<file path="config.mk">
export PLATFORM = sky130hd
export DESIGN_NAME = instr_encoder
export DESIGN_NICKNAME = d
export VERILOG_FILES = /design/src/rtl/instr_encoder.sv
export SDC_FILE = /design/constraint.sdc
export NUM_CORES = 1
export LEC_CHECK = 0
export ABC_CLOCK_PERIOD_IN_PS = 8250
export CAP_MARGIN = 15
export CORE_ASPECT_RATIO = 1.25
export CORE_MARGIN = 10
export CORE_UTILIZATION = 50
export DETAILED_ROUTE_END_ITERATION = 6
export PLACE_DENSITY = 0.78
export SYNTH_ARGS = -nofsm -noshare
export SYNTH_HDL_FRONTEND = slang
export SYNTH_SLANG_ARGS = --single-unit
</file>
<file path="constraint.sdc">
create_clock -name clk -period 8.25 [get_ports clk]
set_input_delay 1.65 -clock clk [delete_from_list [all_inputs] [get_ports clk]]
set_output_delay 1.65 -clock clk [all_outputs]
set_load 0.02 [all_outputs]
</file>
<file path="src/rtl/instr_encoder.sv">
// instr_encoder: packs decoded RV32I fields and a full immediate into a
// 32-bit instruction word. It range/alignment-checks the immediate, tags
// each word with a sequential byte address, and queues the result in a
// small in-order FIFO with valid/ready on both sides.
module instr_encoder #(
  parameter logic [31:0] BASE_ADDR = 32'h0000_0000,
  parameter int          DEPTH     = 2,
  parameter int          ERRW      = 16
) (
  input  logic            clk,
  input  logic            rst_n,
  input  logic            clear,
  input  logic            in_valid,
  output logic            in_ready,
  input  logic [2:0]      in_fmt,
  input  logic [6:0]      in_opcode,
  input  logic [4:0]      in_rd,
  input  logic [4:0]      in_rs1,
  input  logic [4:0]      in_rs2,
  input  logic [2:0]      in_funct3,
  input  logic [6:0]      in_funct7,
  input  logic [31:0]     in_imm,
  output logic            out_valid,
  input  logic            out_ready,
  output logic [31:0]     out_instr,
  output logic [31:0]     out_addr,
  output logic            out_err,
  output logic [ERRW-1:0] err_count
);

  localparam int          AW      = $clog2(DEPTH);
  localparam logic [31:0] NOP     = 32'h0000_0013;
  localparam logic [AW:0] PTR_ONE = {{AW{1'b0}}, 1'b1};

  // Inclusive signed range test for immediates.
  function automatic logic in_range(input logic signed [31:0] v,
                                    input logic signed [31:0] lo,
                                    input logic signed [31:0] hi);
    return (v >= lo) && (v <= hi);
  endfunction

  // Increment that sticks at all-ones.
  function automatic logic [ERRW-1:0] sat_inc(input logic [ERRW-1:0] v);
    return (&v) ? v : v + {{(ERRW-1){1'b0}}, 1'b1};
  endfunction

  logic signed [31:0] imm_s;
  logic [31:0]        enc_instr;
  logic               enc_err;
  logic               imm_ok;

  // Pointers carry one extra wrap bit so full and empty are distinguishable.
  logic [AW:0]     wr_ptr_q, wr_ptr_d, rd_ptr_q, rd_ptr_d;
  logic [31:0]     addr_q, addr_d;
  logic [ERRW-1:0] err_cnt_q, err_cnt_d;
  logic            full, empty, accept, pop, wr_en;

  logic [31:0] mem_instr_q [DEPTH];
  logic [31:0] mem_addr_q  [DEPTH];
  logic        mem_err_q   [DEPTH];

  assign imm_s = signed'(in_imm);

  // Format-specific packing and immediate legality; failures become a NOP.
  always_comb begin
    imm_ok    = 1'b1;
    enc_instr = NOP;
    case (in_fmt)
      3'd0: enc_instr = {in_funct7, in_rs2, in_rs1, in_funct3, in_rd, in_opcode};
      3'd1: begin
        imm_ok    = in_range(imm_s, -32'sd2048, 32'sd2047);
        enc_instr = {in_imm[11:0], in_rs1, in_funct3, in_rd, in_opcode};
      end
      3'd2: begin
        imm_ok    = in_range(imm_s, -32'sd2048, 32'sd2047);
        enc_instr = {in_imm[11:5], in_rs2, in_rs1, in_funct3, in_imm[4:0], in_opcode};
      end
      3'd3: begin
        imm_ok    = in_range(imm_s, -32'sd4096, 32'sd4094) && !in_imm[0];
        enc_instr = {in_imm[12], in_imm[10:5], in_rs2, in_rs1, in_funct3,
                     in_imm[4:1], in_imm[11], in_opcode};
      end
      3'd4: begin
        imm_ok    = (in_imm[11:0] == 12'd0);
        enc_instr = {in_imm[31:12], in_rd, in_opcode};
      end
      3'd5: begin
        imm_ok    = in_range(imm_s, -32'sd1048576, 32'sd1048574) && !in_imm[0];
        enc_instr = {in_imm[20], in_imm[10:1], in_imm[11], in_imm[19:12],
                     in_rd, in_opcode};
      end
      default: imm_ok = 1'b0;
    endcase
    enc_err = !imm_ok;
    if (enc_err) enc_instr = NOP;
  end

  assign full  = (wr_ptr_q[AW] != rd_ptr_q[AW]) &&
                 (wr_ptr_q[AW-1:0] == rd_ptr_q[AW-1:0]);
  assign empty = (wr_ptr_q == rd_ptr_q);

  // Handshakes are held off while reset is asserted.
  assign in_ready  = rst_n && !full;
  assign out_valid = rst_n && !empty;
  assign accept    = in_valid && in_ready;
  assign pop       = out_valid && out_ready;
  assign wr_en     = accept && !clear;

  // Next-state for pointers, address counter and error counter; clear wins.
  always_comb begin
    wr_ptr_d  = wr_ptr_q;
    rd_ptr_d  = rd_ptr_q;
    addr_d    = addr_q;
    err_cnt_d = err_cnt_q;
    if (clear) begin
      wr_ptr_d  = '0;
      rd_ptr_d  = '0;
      addr_d    = BASE_ADDR;
      err_cnt_d = '0;
    end else begin
      if (accept) begin
        wr_ptr_d = wr_ptr_q + PTR_ONE;
        addr_d   = addr_q + 32'd4;
        if (enc_err) err_cnt_d = sat_inc(err_cnt_q);
      end
      if (pop) rd_ptr_d = rd_ptr_q + PTR_ONE;
    end
  end

  // Control state with synchronous active-low reset.
  always_ff @(posedge clk) begin
    if (!rst_n) begin
      wr_ptr_q  <= '0;
      rd_ptr_q  <= '0;
      addr_q    <= BASE_ADDR;
      err_cnt_q <= '0;
    end else begin
      wr_ptr_q  <= wr_ptr_d;
      rd_ptr_q  <= rd_ptr_d;
      addr_q    <= addr_d;
      err_cnt_q <= err_cnt_d;
    end
  end

  // FIFO storage; contents are don't-care until the pointers cover them.
  always_ff @(posedge clk) begin
    if (wr_en) begin
      mem_instr_q[wr_ptr_q[AW-1:0]] <= enc_instr;
      mem_addr_q[wr_ptr_q[AW-1:0]]  <= addr_q;
      mem_err_q[wr_ptr_q[AW-1:0]]   <= enc_err;
    end
  end

  // Head outputs read zero whenever the FIFO presents nothing.
  always_comb begin
    out_instr = '0;
    out_addr  = '0;
    out_err   = 1'b0;
    if (out_valid) begin
      out_instr = mem_instr_q[rd_ptr_q[AW-1:0]];
      out_addr  = mem_addr_q[rd_ptr_q[AW-1:0]];
      out_err   = mem_err_q[rd_ptr_q[AW-1:0]];
    end
  end

  assign err_count = err_cnt_q;

endmodule

</file>
==> results.json, run 1 <==
{
  "outcome": "finished, final reports clean",
  "synth_top_cell_area_share_pct": 47.9,
  "die_y_um": 160,
  "slew_headroom_pct": 25.2,
  "cts_sinks": 177,
  "hold_class": "flop to flop",
  "ant_nets": 0,
  "crit_chain": "clkdlybuf4s50_1 -> o21ai_4 -> buf_4 -> nor2_1 -> clkdlybuf4s50_1",
  "diodes": 0,
  "worstPathArrival_ns": 3.59,
  "slowest_delay_ns": 0.58,
  "p_sw_share_pct": 23.5,
  "final_nets": 896,
  "drc": 0,
  "core_area_um2": 15600,
  "crit_family": "buffers and inverters",
  "dr.pass1.iters": 5,
  "gp_congestion": 0.937,
  "row_count": 51,
  "yosysSeqAreaShare_pct": 60.9,
  "internal_power_uw": 1450,
  "clock.fmax_ghz": 0.191,
  "async_reset_ff_share_pct": 0,
  "fin_util_pct": 65.6,
  "yosysTopAreaCell": "edfxtp_1",
  "cp.required_ns": 6.60,
  "powerDensity_nw_per_um2": 185,
  "ir_worst_vdd_uv": 125,
  "syn_area_um2": 7890,
  "worst_slew_pin_slew_ns": 1.12,
  "critPathMaxFanout": 64,
  "wl_per_cell_um": 18.3,
  "layout-drive-gt1-share_pct": 6.23,
  "cp_slowest_cell": "clkdlybuf4s50_1",
  "whs_ns": 0.507,
  "combPwrFrac_pct": 7.3,
  "portBuffers": 152,
  "ys_warn_count": 0,
  "hpwl_um": 13500,
  "cp-startpoint": "rst_n",
  "cap_violations": 0,
  "antenna_found_initial": 0,
  "n_fill_cell": 1213,
  "drt_iter0_drc": 474,
  "track_usage_pct": 17.6,
  "ys_dominant_reg_cell": "edfxtp_1",
  "die_w_um": 132,
  "post-cts-setup-buffers": 0,
  "rsz0062_at_grt": "no",
  "ys_top_cells_by_area": "edfxtp_1 (48%), dfxtp_1 (13%), mux2i_1 (9.1%), nor2_1 (6.6%), xor2_1 (3.2%)",
  "hold_viol_final": 0,
  "boundaryPins": 155,
  "synth-edff-count": 126,
  "final_max_slew_viol_count": 0,
  "routed_wl_um": 19100,
  "cts_tree": "yes",
  "synthCells": 680,
  "cp_common_cell": "clkdlybuf4s50_1",
  "hold_start": "addr_q[26]",
  "fin_skew_ns": 0.0123,
  "initial_utilization_pct": 50.7,
  "startpoint_type": "primary input",
  "synth_cell_type_count": 49,
  "area_delta_synth_final_pct": 29.3,
  "clockPowerShare_pct": 41.7,
  "grt_start_max_net_pins": 65,
  "grt_overflow": 0,
  "leakage_uw": 0.00314,
  "postCtsHoldBufs": 0,
  "vias": 5827,
  "h-tree-depth": 4,
  "grt_first_pass_wirelength_um": 30500,
  "ys_ff_latch": 177,
  "period_needed_ns": 5.24,
  "crit_type": "primary input to output port",
  "synth_area_per_cell_um2": 11.6,
  "first_global_vias": 5958,
  "insertion_delay_ns": 0.42,
  "setup_violations": 0,
  "fp.dieArea_um2": 21200,
  "ctsRootBufferMaster": "clkbuf_16",
  "cts_made_buffers": 17,
  "cts_resized": 0,
  "fin_setup_tns_ns": 0,
  "power.net_switching_uw": 443,
  "fin_crit_sh_pct": 63.6,
  "cp.buffers_inverters": 3,
  "clkTransAtPathRegs_ns": 0.07,
  "cp-end-kind": "output port",
  "pwr-share-seq_pct": 51.0,
  "clockBufferDepth": 2,
  "regToRegStartpoint": "wr_ptr_q[0]",
  "via_per_inst": 5.57
}
-- power groups by stage --
stage,clock (µW),sequential (µW),combinational [µW]
after floorplan,0,984,66.3
after global placement,0,983,132
after detailed placement,0,984,136
after CTS,794,964,136
after global routing,836,965,147
final,787,964,137
-- cells in the mapped netlist (all sizes together), types with 3 or more instances --
cell type  count
nor2         138
edfxtp       126
o31ai          3
nor2b         10
a22oi         22
nor4           9
nand4         22
nand3         18
buf           11
and3           8
o211ai         4
xnor2         10
or4            7
xor2          29
mux2i         72
or2            4
a21oi         19
nand2         28
inv            6
o21ai         12
clkbuf        24
or3           11
dfxtp         51
o22a           6
nor3           7
-- kinds of logic after synthesis --
kind of cell    count (synthesis)  share of synthesized area (%)
fa+ha+maj                       2                          0.317
other cells                     1                         0.0475
buf+inv                        41                           2.22
flops                         177                           60.9
compound gates                 74                           6.39
mux                            74                           9.42
simple gates                  272                           16.4
xor+xnor                       39                           4.33
-- layout by cell type, fill, tap and decap left out, drive strengths merged, types with 3 or more instances in the layout --
cell           count
a21oi             19
a22oi             22
and3               8
buf                5
clkbuf            18
clkdlybuf4s50    152
clkinv             7
dfxtp             51
edfxtp           126
inv               12
mux2i             72
nand2             28
nand3             18
nand4             22
nor2             138
nor2b             10
nor3               7
nor4               9
o211ai             4
o21ai             12
o22a               6
o31ai              3
or2                4
or3               11
or4                7
xnor2             10
xor2              29
-- cell type report --
class	count	area [µm²]	share of cell area (%)
tap	212	265	2.60
clock inverter	14	145	1.42
clock buffer	18	450	4.41
sequential	177	4810	47.1
inverter	6	22.5	0.221
multi-input combinational	463	2940	28.8
timing repair buffer	157	1580	15.5
-- stage by stage --
step | power [µW] | cell area, µm² | worst slack, ns | cells
floorplan | 1050 | 7900 | 0.689 | 681
global placement | 1120 | 9590 | 3.08 | 1014
detailed placement | 1120 | 9590 | 3.02 | 1014
CTS | 1890 | 10200 | 3.02 | 1046
global route | 1950 | 10200 | 2.91 | 1047
finish | 1890 | 10200 | 3.01 | 1047
-- flip-flops by register name (all words and copies together) (netlist names), named ones only --
signal       flops
mem_addr_q      60
mem_err_q        2
wr_ptr_q         2
mem_instr_q     64
addr_q          30
rd_ptr_q         2
err_count       16
-- per-layer routing --
layer,up-vias,part of all wire [%],track usage [%]
met5,-,0,0
met4,0,2.8,8.07
met3,44,5.6,4.34
met2,211,53,31.7
met1,2798,39,18.9
li1,2774,-,-
-- path summary, 6_finish.rpt --
| kind | endpoint | slack [ns] | depth (start not counted) |
|---|---|---|---|
| setup / recovery | out_addr[8] | 3.01 | 5 |
| hold / removal | mem_addr_q[1][26] | 0.51 | 0 |
| setup reg to reg | addr_q[22] | 5.56 | 6 |
| hold reg to reg | mem_addr_q[1][26] | 0.51 | 0 |
-- worst register-to-register path: stages, from the launching register on --
cell       delay (ns)
dfxtp_1          0.47
xor2_1           0.33
o2111ai_1        0.41
nor4_1           0.87
nand4_1          0.23
xor2_1           0.20
nor2_1           0.07
(Power assumes the default switching activity.)
==> run 2: changes to the inputs <==
--- a/config.mk
+++ b/config.mk
@@ -5,7 +5,7 @@
 export SDC_FILE = /design/constraint.sdc
 export NUM_CORES = 1
 export LEC_CHECK = 0
-export ABC_CLOCK_PERIOD_IN_PS = 8250
+export ABC_CLOCK_PERIOD_IN_PS = 5010
 export CAP_MARGIN = 15
 export CORE_ASPECT_RATIO = 1.25
 export CORE_MARGIN = 10
==> constraint.sdc (replaced) <==
create_clock -name clk -period 5.01 [get_ports clk]
set_input_delay 1.002 -clock clk [delete_from_list [all_inputs] [get_ports clk]]
set_output_delay 1.002 -clock clk [all_outputs]
set_load 0.02 [all_outputs]
==> results.json, run 2 (same netlist as run 1, synthesis figures left out) <==
{
  "outcome": "finished, final reports clean",
  "layout-drive-gt1-share_pct": 6.56,
  "timing.reg2reg.setup_slack_ns": 2.22,
  "area_delta_synth_final_pct": 29.9,
  "clockBufferDepth": 2,
  "grt_overflow": 0,
  "antenna_found_initial": 0,
  "startpoint_type": "primary input",
  "routed_wl_um": 19800,
  "largest_reg_flops": 64,
  "cp_common_cell": "clkdlybuf4s50_1",
  "hold_start": "addr_q[31]",
  "worst_r2r_endpoint": "addr_q[22]",
  "cts_made_buffers": 17,
  "powerDensity_nw_per_um2": 309,
  "boundaryPins": 155,
  "hpwl_um": 14000,
  "rsz0062_at_grt": "no",
  "final_max_slew_viol_count": 0,
  "crit_family": "buffers and inverters",
  "cts_resized": 0,
  "fp.dieArea_um2": 21200,
  "layoutNonFillerInstCount": 1050,
  "portBuffers": 152,
  "crit_type": "primary input to output port",
  "h-tree-depth": 4,
  "final_nets": 899,
  "cts_tree": "yes",
  "design_area_um2": 10300,
  "regToRegStartpoint": "wr_ptr_q[0]",
  "final_common_cell": "clkdlybuf4s50_1",
  "ctsRootBufferMaster": "clkbuf_16",
  "ant_nets": 0,
  "postCtsHoldBufs": 0,
  "fin_setup_tns_ns": 0,
  "placed_cells": 1017,
  "cp.required_ns": 4.01,
  "grt_first_pass_wirelength_um": 31400,
  "drc": 0,
  "via_per_inst": 5.59,
  "grt_start_max_net_pins": 64,
  "fin_skew_ns": 0.0133,
  "period_needed_ns": 3.94,
  "worstRegToRegCells": 6,
  "slew_headroom_pct": 24.7,
  "place_area_um2": 9620,
  "cap_violations": 0,
  "initial_utilization_pct": 50.7,
  "cp.buffers_inverters": 3,
  "clock.fmax_ghz": 0.254,
  "min_path_cells": 0,
  "hold_viol_final": 0,
  "fin_util_pct": 65.9,
  "crit_chain": "clkdlybuf4s50_1 -> o21ai_4 -> buf_16 -> nor2_1 -> clkdlybuf4s50_1",
  "wl_per_cell_um": 18.9,
  "drt_iter0_drc": 472,
  "ir_worst_vdd_uv": 230,
  "diodes": 0,
  "die_w_um": 132,
  "cp-end-kind": "output port",
  "setup_violations": 0,
  "row_count": 51,
  "first_global_vias": 6165,
  "p_total_uw": 3170,
  "gp_congestion": 0.919,
  "cp_slowest_cell": "clkdlybuf4s50_1",
  "core_area_um2": 15600,
  "hold_end": "mem_addr_q[1][31]",
  "worst_slew_pin_slew_ns": 1.13,
  "clkTransAtPathRegs_ns": 0.07,
  "slowest_delay_ns": 0.65,
  "worstPathArrival_ns": 2.94,
  "hold_class": "flop to flop",
  "mostFrequentLayoutCells": "clkdlybuf4s50_1 (152), nor2_1 (138), edfxtp_1 (126)",
  "track_usage_pct": 18.1,
  "dr.pass1.iters": 5,
  "fin_crit_sh_pct": 78.7,
  "die_y_um": 160,
  "insertion_delay_ns": 0.41,
  "critPathMaxFanout": 27,
  "leakage_uw": 0.00316,
  "vias": 5865,
  "cts_sinks": 177,
  "post-cts-setup-buffers": 0
}
## run 2: cell count changes in the layout (fill, tap and decap cells not counted), moves of 2 or more
| cell | delta |
|---|---|
| inv_8 | -2 |
| bufinv_16 | +2 |
| clkinv_4 | -2 |
| clkinv_8 | -2 |
| inv_6 | +4 |
| buf_4 | +3 |
## run 2: per-stage QoR
step,hold slack [ns],worst slack [ns]
2_1_floorplan,0.445,0.322
6_report,0.475,1.07
3_5_place_dp,0.471,0.901
4_1_cts,0.482,0.866
5_1_grt,0.499,1.00
3_3_place_gp,0.465,0.997
## run 2: how the worst max path moves through the flow
stage	from	to	slack, ns	cells after the start
after floorplan	rst_n	mem_addr_q[1][10]	0.32	3
after global placement	rst_n	out_instr[4]	1.0	5
after detailed placement	rst_n	out_addr[23]	0.90	5
after CTS	wr_ptr_q[0]	out_addr[23]	0.87	5
after global routing	rst_n	out_instr[24]	1.00	5
final	rst_n	out_instr[24]	1.07	5
## run 2: where the power goes
part / internal (µW) / total, µW / switching [µW] / leakage [µW]
Sequential: 1580 / 1590 / 9.54 / 0.00143
Combinational: 111 / 229 / 119 / 0.00144
Clock: 767 / 1350 / 580 / 0.000297
## run 2: worst reg2reg max path, cell delays in order, from the launching register on
cell and delay [ns]:
dfxtp_1 0.53, xor2_1 0.33, o2111ai_1 0.43, nor4_1 0.87, nand4_1 0.20, xor2_1 0.23
nor2_1 0.06
## run 2: area by class of cell
cell class,instances,area (µm²)
clock buffer,18,439
inverter,6,22.5
tap,212,265
fill,1156,5320
multi-input combinational,463,2950
timing repair buffer,160,1600
sequential,177,4810
clock inverter,14,168
## run 2: metal layers
metal	GRT usage (%)	up-vias	wire length, µm	share of wire, %
met3	4.09	34	963	4.9
met1	19.5	2876	7740	39
met2	33.7	179	10700	54
met5	0	-	0	0
met4	6.61	0	443	2.2
li1	-	2776	-	-
